## config.mk

```make
export PLATFORM = sky130hd
export DESIGN_NAME = and_term_pipe
export DESIGN_NICKNAME = d
export VERILOG_FILES = /design/src/rtl/and_term_pipe.sv
export SDC_FILE = /design/constraint.sdc
export NUM_CORES = 1
export LEC_CHECK = 0
export CAP_MARGIN = 5
export CORE_MARGIN = 5
export CORE_UTILIZATION = 38
export CTS_BUF_LIST = sky130_fd_sc_hd__clkbuf_4
export CTS_CLUSTER_SIZE = 30
export DETAILED_ROUTE_END_ITERATION = 12
export GPL_TIMING_DRIVEN = 1
export RECOVER_POWER = 25
export SLEW_MARGIN = 5
export SYNTH_ARGS = -nofsm -noshare
export SYNTH_HDL_FRONTEND = slang
export SYNTH_SLANG_ARGS = --single-unit
```

## constraint.sdc

```tcl
create_clock -name clk -period 3.07 [get_ports clk]
set_input_delay 0.4605 -clock clk [delete_from_list [all_inputs] [get_ports clk]]
set_output_delay 0.4605 -clock clk [all_outputs]
set_load 0.02 [all_outputs]
```

## src/rtl/and_term_pipe.sv

```systemverilog
// Runtime-programmable product-term network: each output bit is an AND of selected, optionally
// inverted input bits, evaluated on accept and then delayed through a STAGES-deep valid/ready pipe.
module and_term_pipe #(
  parameter int IN_W   = 20,
  parameter int OUT_W  = 10,
  parameter int STAGES = 2,
  parameter int CNT_W  = 16,
  localparam int AW    = (OUT_W > 1) ? $clog2(OUT_W) : 1
) (
  input  logic             clk,
  input  logic             rst,
  input  logic             cfg_we,
  input  logic [AW-1:0]    cfg_addr,
  input  logic [IN_W-1:0]  cfg_mask,
  input  logic [IN_W-1:0]  cfg_pol,
  input  logic             cfg_oinv,
  input  logic             in_valid,
  output logic             in_ready,
  input  logic [IN_W-1:0]  in_data,
  output logic             out_valid,
  input  logic             out_ready,
  output logic [OUT_W-1:0] out_data,
  output logic [CNT_W-1:0] res_cnt
);

  logic [IN_W-1:0]  mask_q [OUT_W];
  logic [IN_W-1:0]  pol_q  [OUT_W];
  logic [OUT_W-1:0] oinv_q;

  logic [STAGES-1:0] vld_q;
  logic [OUT_W-1:0]  dat_q [STAGES];

  logic             advance;
  logic             accept;
  logic [OUT_W-1:0] eval;

  // The whole pipe moves in lockstep; a config write blocks accepts but not the drain.
  assign advance   = !vld_q[STAGES-1] || out_ready;
  assign in_ready  = !cfg_we && advance;
  assign accept    = in_valid && in_ready;
  assign out_valid = vld_q[STAGES-1];
  assign out_data  = dat_q[STAGES-1];

  // Non-participating bits are forced to 1 so an empty mask yields a true term.
  always_comb begin
    eval = '0;
    for (int j = 0; j < OUT_W; j++) begin
      eval[j] = (&((in_data ^ pol_q[j]) | ~mask_q[j])) ^ oinv_q[j];
    end
  end

  always_ff @(posedge clk) begin
    if (rst) begin
      for (int j = 0; j < OUT_W; j++) begin
        mask_q[j] <= '0;
        pol_q[j]  <= '0;
      end
      oinv_q <= '0;
    end else if (cfg_we && (int'(cfg_addr) < OUT_W)) begin
      mask_q[cfg_addr] <= cfg_mask;
      pol_q[cfg_addr]  <= cfg_pol;
      oinv_q[cfg_addr] <= cfg_oinv;
    end
  end

  always_ff @(posedge clk) begin
    if (rst) begin
      vld_q <= '0;
      for (int s = 0; s < STAGES; s++) begin
        dat_q[s] <= '0;
      end
    end else if (advance) begin
      vld_q[0] <= accept;
      if (accept) begin
        dat_q[0] <= eval;
      end
      for (int s = 1; s < STAGES; s++) begin
        vld_q[s] <= vld_q[s-1];
        dat_q[s] <= dat_q[s-1];
      end
    end
  end

  always_ff @(posedge clk) begin
    if (rst) begin
      res_cnt <= '0;
    end else if (out_valid && out_ready && (res_cnt != {CNT_W{1'b1}})) begin
      res_cnt <= res_cnt + {{(CNT_W-1){1'b0}}, 1'b1};
    end
  end

endmodule

```

==> reports/metrics.csv, run 1 <==
metric,value,unit
finalCritPeriodShare,89.6,%
tightest_slew,1.82,ns
avgSynthCellArea,12.8,um2
place_hpwl,33.7,mm
synth_nets,1557,
yosys_register_bits,448,
dieArea,54700,um2
status,finished with violations,
postRouteAntennaNets,0,
slew_viol_final,56,
nFillCells,4679,
grt_use_total,18.4,%
required,3.46,ns
start_kind,input pin,
dpl.cell_count,2230,
coreArea,49900,um2
grt_pass1_wl,75.1,mm
netlist_instances,1486,
grt_antenna_before_repair,2,
stdcell_count,2430,
io_buffers,97,
finClkSkew,0.0369,ns
area_delta_synth_final,17.6,%
die_w,234,um
layout-drive-gt1-share,15.2,%
synth_area_leaders,"edfxtp_1, xnor2_1, nor2_1",
grt_max_degree,48,
violations,"capacitance limit, slew limit",
hold_class,in2reg,
hold_violations,0,
path_class,in2reg,
cts_root_buf,clkbuf_4,
synth_edf_count,420,
drc,0,
synth_area,19100,um2
via_per_inst,5.06,
peakVddDrop,0.316,mV
fp-row-count,82,
dr.first_iter.drc_count,1089,
vias,12300,
insertion_delay,0.82,ns
synth_sequential_area_ratio,69.1,%
setup-violations-final,0,
grt_pass1_vias,12200,
clock_sinks,448,
path_cells,"dlygate4sd3_1, clkbuf_1, nand2_1, or2_2, nand2b_2, clkbuf_1",
cts-hold-fix-buffers,0,
postCtsSetupBuffers,0,
fmax,363,MHz
num-nets-final,1746,
path_common_cell,clkbuf_1,
start_util,38.2,%
final_cell_area,22400,um2
critPathMaxStageDelay,1.28,ns
power.density,597,nW/um2
grt_setup_unrepaired,no,
cts_buffer_depth,3,
pin_count,98,
maxCapViolCount,2,
die_y,234,um
relSlewSlack,-21.5,%
htreeDepth,3,
layout_min_cycle_time,2.75,ns
synth_top_area_share,66.2,%
crit_path_max_fanout,27,
cts_resized,0,
cp_slowest_cell,clkbuf_1,
yosys.area.top_type,edfxtp_1,
synth_cell_type_count,40,
place_congestion,0.828,
worst_ep_arrival_time,3.14,ns
cts_tree,yes,
placed_area,21000,um2
end_kind,flip-flop,
synthFlopType,edfxtp_1,
async_reset_ff_share,0,%
wl,50.7,mm
post_drt_wl_per_cell,20.9,um
cts_buffers,115,
drt_first_pass_iters,5,
synth_warnings,0,
p_leak,7.54,nW
clkTransAtPathRegs,0.06,ns
gr-total-overflow,0,
==> where the power goes <==
part	total [W]	internal, W	leakage, nW	switching [W]
Clock	0.00509	0.00272	0.875	0.00237
Combinational	0.00113	0.000446	2.38	0.000683
Sequential	0.00715	0.00702	4.28	0.000127
Total	0.0134	0.0102	7.54	0.00318
==> per-stage QoR <==
stage	total power [W]	hold WS (ns)	TNS, ns	utilization, %	setup WS, ns
2_1_floorplan	0.00791	0.441	0	-	0.296
6_report	0.0134	0.308	0	44.9	0.318
3_5_place_dp	0.00842	0.473	-0.0939	42.2	-0.0939
4_1_cts	0.0135	0.226	0	45.1	0.0209
5_1_grt	0.0139	0.232	0	44.9	0.100
3_3_place_gp	0.00840	0.466	-0.0261	42.2	-0.0261
==> final timing paths <==
kind | start | to | slack (ns) | cells past startpoint
worst max-delay path | cfg_addr[1] | mask_q[7][4] | 0.32 | 6
worst min-delay path | in_valid | vld_q[0] | 0.31 | 3
worst max register to register | pol_q[7][0] | dat_q[0][7] | 0.87 | 5
worst min register to register | vld_q[0] | vld_q[1] | 0.49 | 2
==> critical path, delay by kind of cell <==
family                 cells  cell delay [ns]
buffers and inverters      3             2.15
and+or+nand+nor            3             0.50
==> metal layers <==
metal | part of all wire, % | vias to the layer above | GRT usage (%)
li1 | - | 5632 | -
met1 | 44 | 6114 | 25.9
met2 | 47 | 470 | 29.1
met3 | 6.8 | 74 | 3.91
met4 | 2.1 | 0 | 5.49
met5 | 0 | - | 0
==> cells by family (layout without fill, tap and decap cells) <==
| kind of cell | after synthesis | in the layout | share of synthesized area, % |
|---|---|---|---|
| and+or+nand+nor | 558 | 558 | 12.4 |
| DFF | 448 | 448 | 69.1 |
| xor gates and xnor gates | 211 | 211 | 9.70 |
| buffers and inverters | 129 | 399 | 3.17 |
| AOI/OAI and AO/OA | 123 | 123 | 4.67 |
| muxes | 16 | 16 | 0.841 |
| adders and majority gates | 1 | 1 | 0.0657 |
| other | 0 | 2 | 0 |
==> synthesized netlist by cell type, types with 2 or more instances <==
master and instances:
a22oi_1 101, o31ai_1 5, nand3_1 5, nand2b_1 9, nor3_2 2, nor3_1 12
nand2_1 65, and2_1 10, or2_2 5, or4_1 6, edfxtp_1 420, nand4_1 25
or3_1 7, nor2_1 394, nor4_1 3, o21ai_0 6, xor2_1 3, xnor2_1 208
mux2i_1 16, inv_1 43, dfxtp_1 28, nand4b_1 2, and3_1 2, nand3b_1 2
buf_4 28, buf_2 12, a21oi_1 8, nor3b_1 2, clkbuf_1 46
==> cell usage in the layout (no fill, tap or decap), types with 5 or more instances in the layout <==
master	count
a21oi_1	8
a22oi_1	101
and2_1	10
buf_12	5
buf_4	42
clkbuf_1	5
clkbuf_2	9
clkbuf_4	180
clkdlybuf4s50_1	94
clkinv_1	10
dfxtp_1	28
edfxtp_1	420
inv_1	43
mux2i_1	16
nand2_1	62
nand2b_2	7
nand3_1	5
nand4_1	25
nor2_1	394
nor3_1	12
o21ai_0	6
o31ai_1	5
or2_2	5
or3_1	6
or4_1	6
xnor2_1	208
==> registers in the layout (all words and copies together) (netlist names) <==
signal and flops:
vld_q 2, mask_q 200, res_cnt 16, pol_q 200
oinv_q 10, dat_q 20
==> area by class of cell <==
| class | instances | area, um2 | area share, % |
|---|---|---|---|
| antenna | 2 | 5.00 | 0.0223 |
| clock buffer | 180 | 1350 | 6.03 |
| clock inverter | 18 | 121 | 0.542 |
| inverter | 43 | 161 | 0.720 |
| multi-input combinational | 909 | 5300 | 23.7 |
| sequential | 448 | 13200 | 58.8 |
| tap | 672 | 841 | 3.75 |
| timing repair buffer | 158 | 1450 | 6.47 |
No activity file was read; power rests on OpenSTA's default activity.
==> inputs of run 2 (changes only) <==
- CORE_UTILIZATION: 38 -> 60
- PLACE_DENSITY: unset -> 0.8
==> run 2 against run 1 <==
  * Clock power is 7.5% lower
  * Worst setup slack improved by 0.13 ns
  * Combinational power shrank 4%
  * Critical path depth fell by 3
  * Die area shrank 35%
  * Highest routed layer is now met5
  * Wire length is 8.9% lower
  * Global-route usage rose by 7.9 points
  * Utilization is 25 points higher
  * Via count rose by 0.57%
  * Count of clock-buffer cells in the layout decreased by 15
  * Maximum frequency up 5.2%
  * Sequential power hardly changed
  * The flow finishes with violations (capacitance limit)
==> reports/metrics.csv, run 2 (synthesized netlist as in run 1, its figures left out) <==
metric,value,unit
start_kind,flip-flop,
num-nets-final,1734,
crit_buf_inv,1,
grt_max_degree,42,
slew_viol_final,0,
finClkSkew,0.0659,ns
rr_endpoint,dat_q[0][2],
cp.depth,3,
fmax,382,MHz
wl,46.2,mm
hp-start,in_valid,
cp_slowest_cell,clkdlybuf4s50_1,
hold_class,in2reg,
start_util,60.5,%
dieArea,35400,um2
grt_antenna_before_repair,3,
end_kind,output port,
violations,capacitance limit,
grt_use_total,26.3,%
place_hpwl,30.8,mm
path_cells,"nor2b_1, nor2_1, clkdlybuf4s50_1",
wl_met3,4.28,mm
cts_resized,0,
grt_setup_unrepaired,no,
critPathMaxStageDelay,0.68,ns
area_delta_synth_final,14.9,%
rr_worst_depth,5,
final_cell_mix,"edfxtp_1, nor2_1, xnor2_1, clkbuf_4, a22oi_1",
crit_path_end,in_ready,
startpoint,vld_q[1],
vias,12400,
pin_count,98,
postRouteAntennaNets,0,
gr-total-overflow,0,
io_buffers,97,
power.density,591,nW/um2
clock_sinks,448,
tightest_slew,1.50,ns
drc,0,
cts-hold-fix-buffers,0,
finalCritPeriodShare,85.2,%
clkTransAtPathRegs,0.06,ns
layout-drive-gt1-share,13.7,%
final_common_cell,edfxtp_1,
dpl.cell_count,1955,
insertion_delay,0.80,ns
peakVddDrop,0.416,mV
post_drt_wl_per_cell,21.5,um
drt_first_pass_iters,5,
relSlewSlack,0.292,%
top_regs,"mask_q (200), pol_q (200), dat_q (20)",
timing.rr.start,vld_q[1],
hold_violations,0,
die_w,188,um
rrSetupSlack,0.77,ns
postCtsSetupBuffers,0,
fin_setup_tns,0,ns
layout_min_cycle_time,2.62,ns
dr.first_iter.drc_count,1113,
die_y,188,um
setup-violations-final,0,
cts_tree,yes,
wl_met1,17.5,mm
grt_pass1_wl,71.0,mm
p_leak,7.44,nW
htreeDepth,3,
crit_path_max_fanout,5,
fp-row-count,65,
dr.max_layer_used,met5,
worst_ep_arrival_time,2.16,ns
stdcell_count,2145,
coreArea,31500,um2
via_per_inst,5.76,
wl_met2,22.4,mm
crit_family,buffers and inverters,
cts_root_buf,clkbuf_4,
cts_buffers,108,
path_class,reg2out,
status,finished with violations,
required,2.61,ns
cts_buffer_depth,3,
maxCapViolCount,1,
nFillCells,2178,
place_congestion,0.866,
grt_pass1_vias,12600,
run 2: tightest hold or removal path: stages:
cell	delay, ns
clkdlybuf4s50_1	0.51
a22oi_1	0.08
nor2_1	0.08
run 2: final cells by class:
class / instances / area (um2) / area share, %
Sequential cell: 448 / 13200 / 60.2
Multi-Input combinational cell: 909 / 5290 / 24.2
Timing Repair Buffer: 153 / 1420 / 6.47
Clock buffer: 165 / 1240 / 5.66
Tap cell: 402 / 503 / 2.30
Inverter: 43 / 161 / 0.737
Clock inverter: 24 / 108 / 0.491
Antenna cell: 1 / 2.50 / 0.0114
run 2: report_power, final:
part / switching [W] / internal (W) / total (W) / leakage, nW
clock network: 0.00228 / 0.00243 / 0.00471 / 0.803
registers: 0.000129 / 0.00702 / 0.00715 / 4.28
logic: 0.000651 / 0.000438 / 0.00109 / 2.35
total: 0.00306 / 0.00989 / 0.0129 / 7.44
run 2: worst min-delay path by stage:
stage / endpoint / slack, ns / depth (start not counted)
5_1_grt: vld_q[0] / 0.40 / 3
4_1_cts: vld_q[0] / 0.38 / 3
2_1_floorplan: vld_q[1] / 0.44 / 2
6_report: vld_q[0] / 0.42 / 3
3_5_place_dp: vld_q[1] / 0.47 / 2
3_3_place_gp: vld_q[1] / 0.46 / 2
run 2: metrics by stage:
| stage | setup WS, ns | instance area, um2 | power [W] | util (%) | hold WS, ns |
|---|---|---|---|---|---|
| after floorplan | 0.296 | 19100 | 0.00791 | - | 0.441 |
| after global routing | 0.373 | 21900 | 0.0135 | 69.6 | 0.402 |
| final | 0.453 | 21900 | 0.0129 | 69.6 | 0.423 |
| after detailed placement | 0.0724 | 20600 | 0.00837 | 65.6 | 0.472 |
| after CTS | 0.440 | 22000 | 0.0130 | 69.9 | 0.382 |
| after global placement | 0.0576 | 20600 | 0.00833 | 65.6 | 0.458 |
run 2: routing by layer:
layer  vias to the layer above  GRT usage [%]
met1                      6056           33.4
li1                       5601              -
met4                         4           12.4
met3                       109           6.76
met5                         -              0
met2                       590           42.8
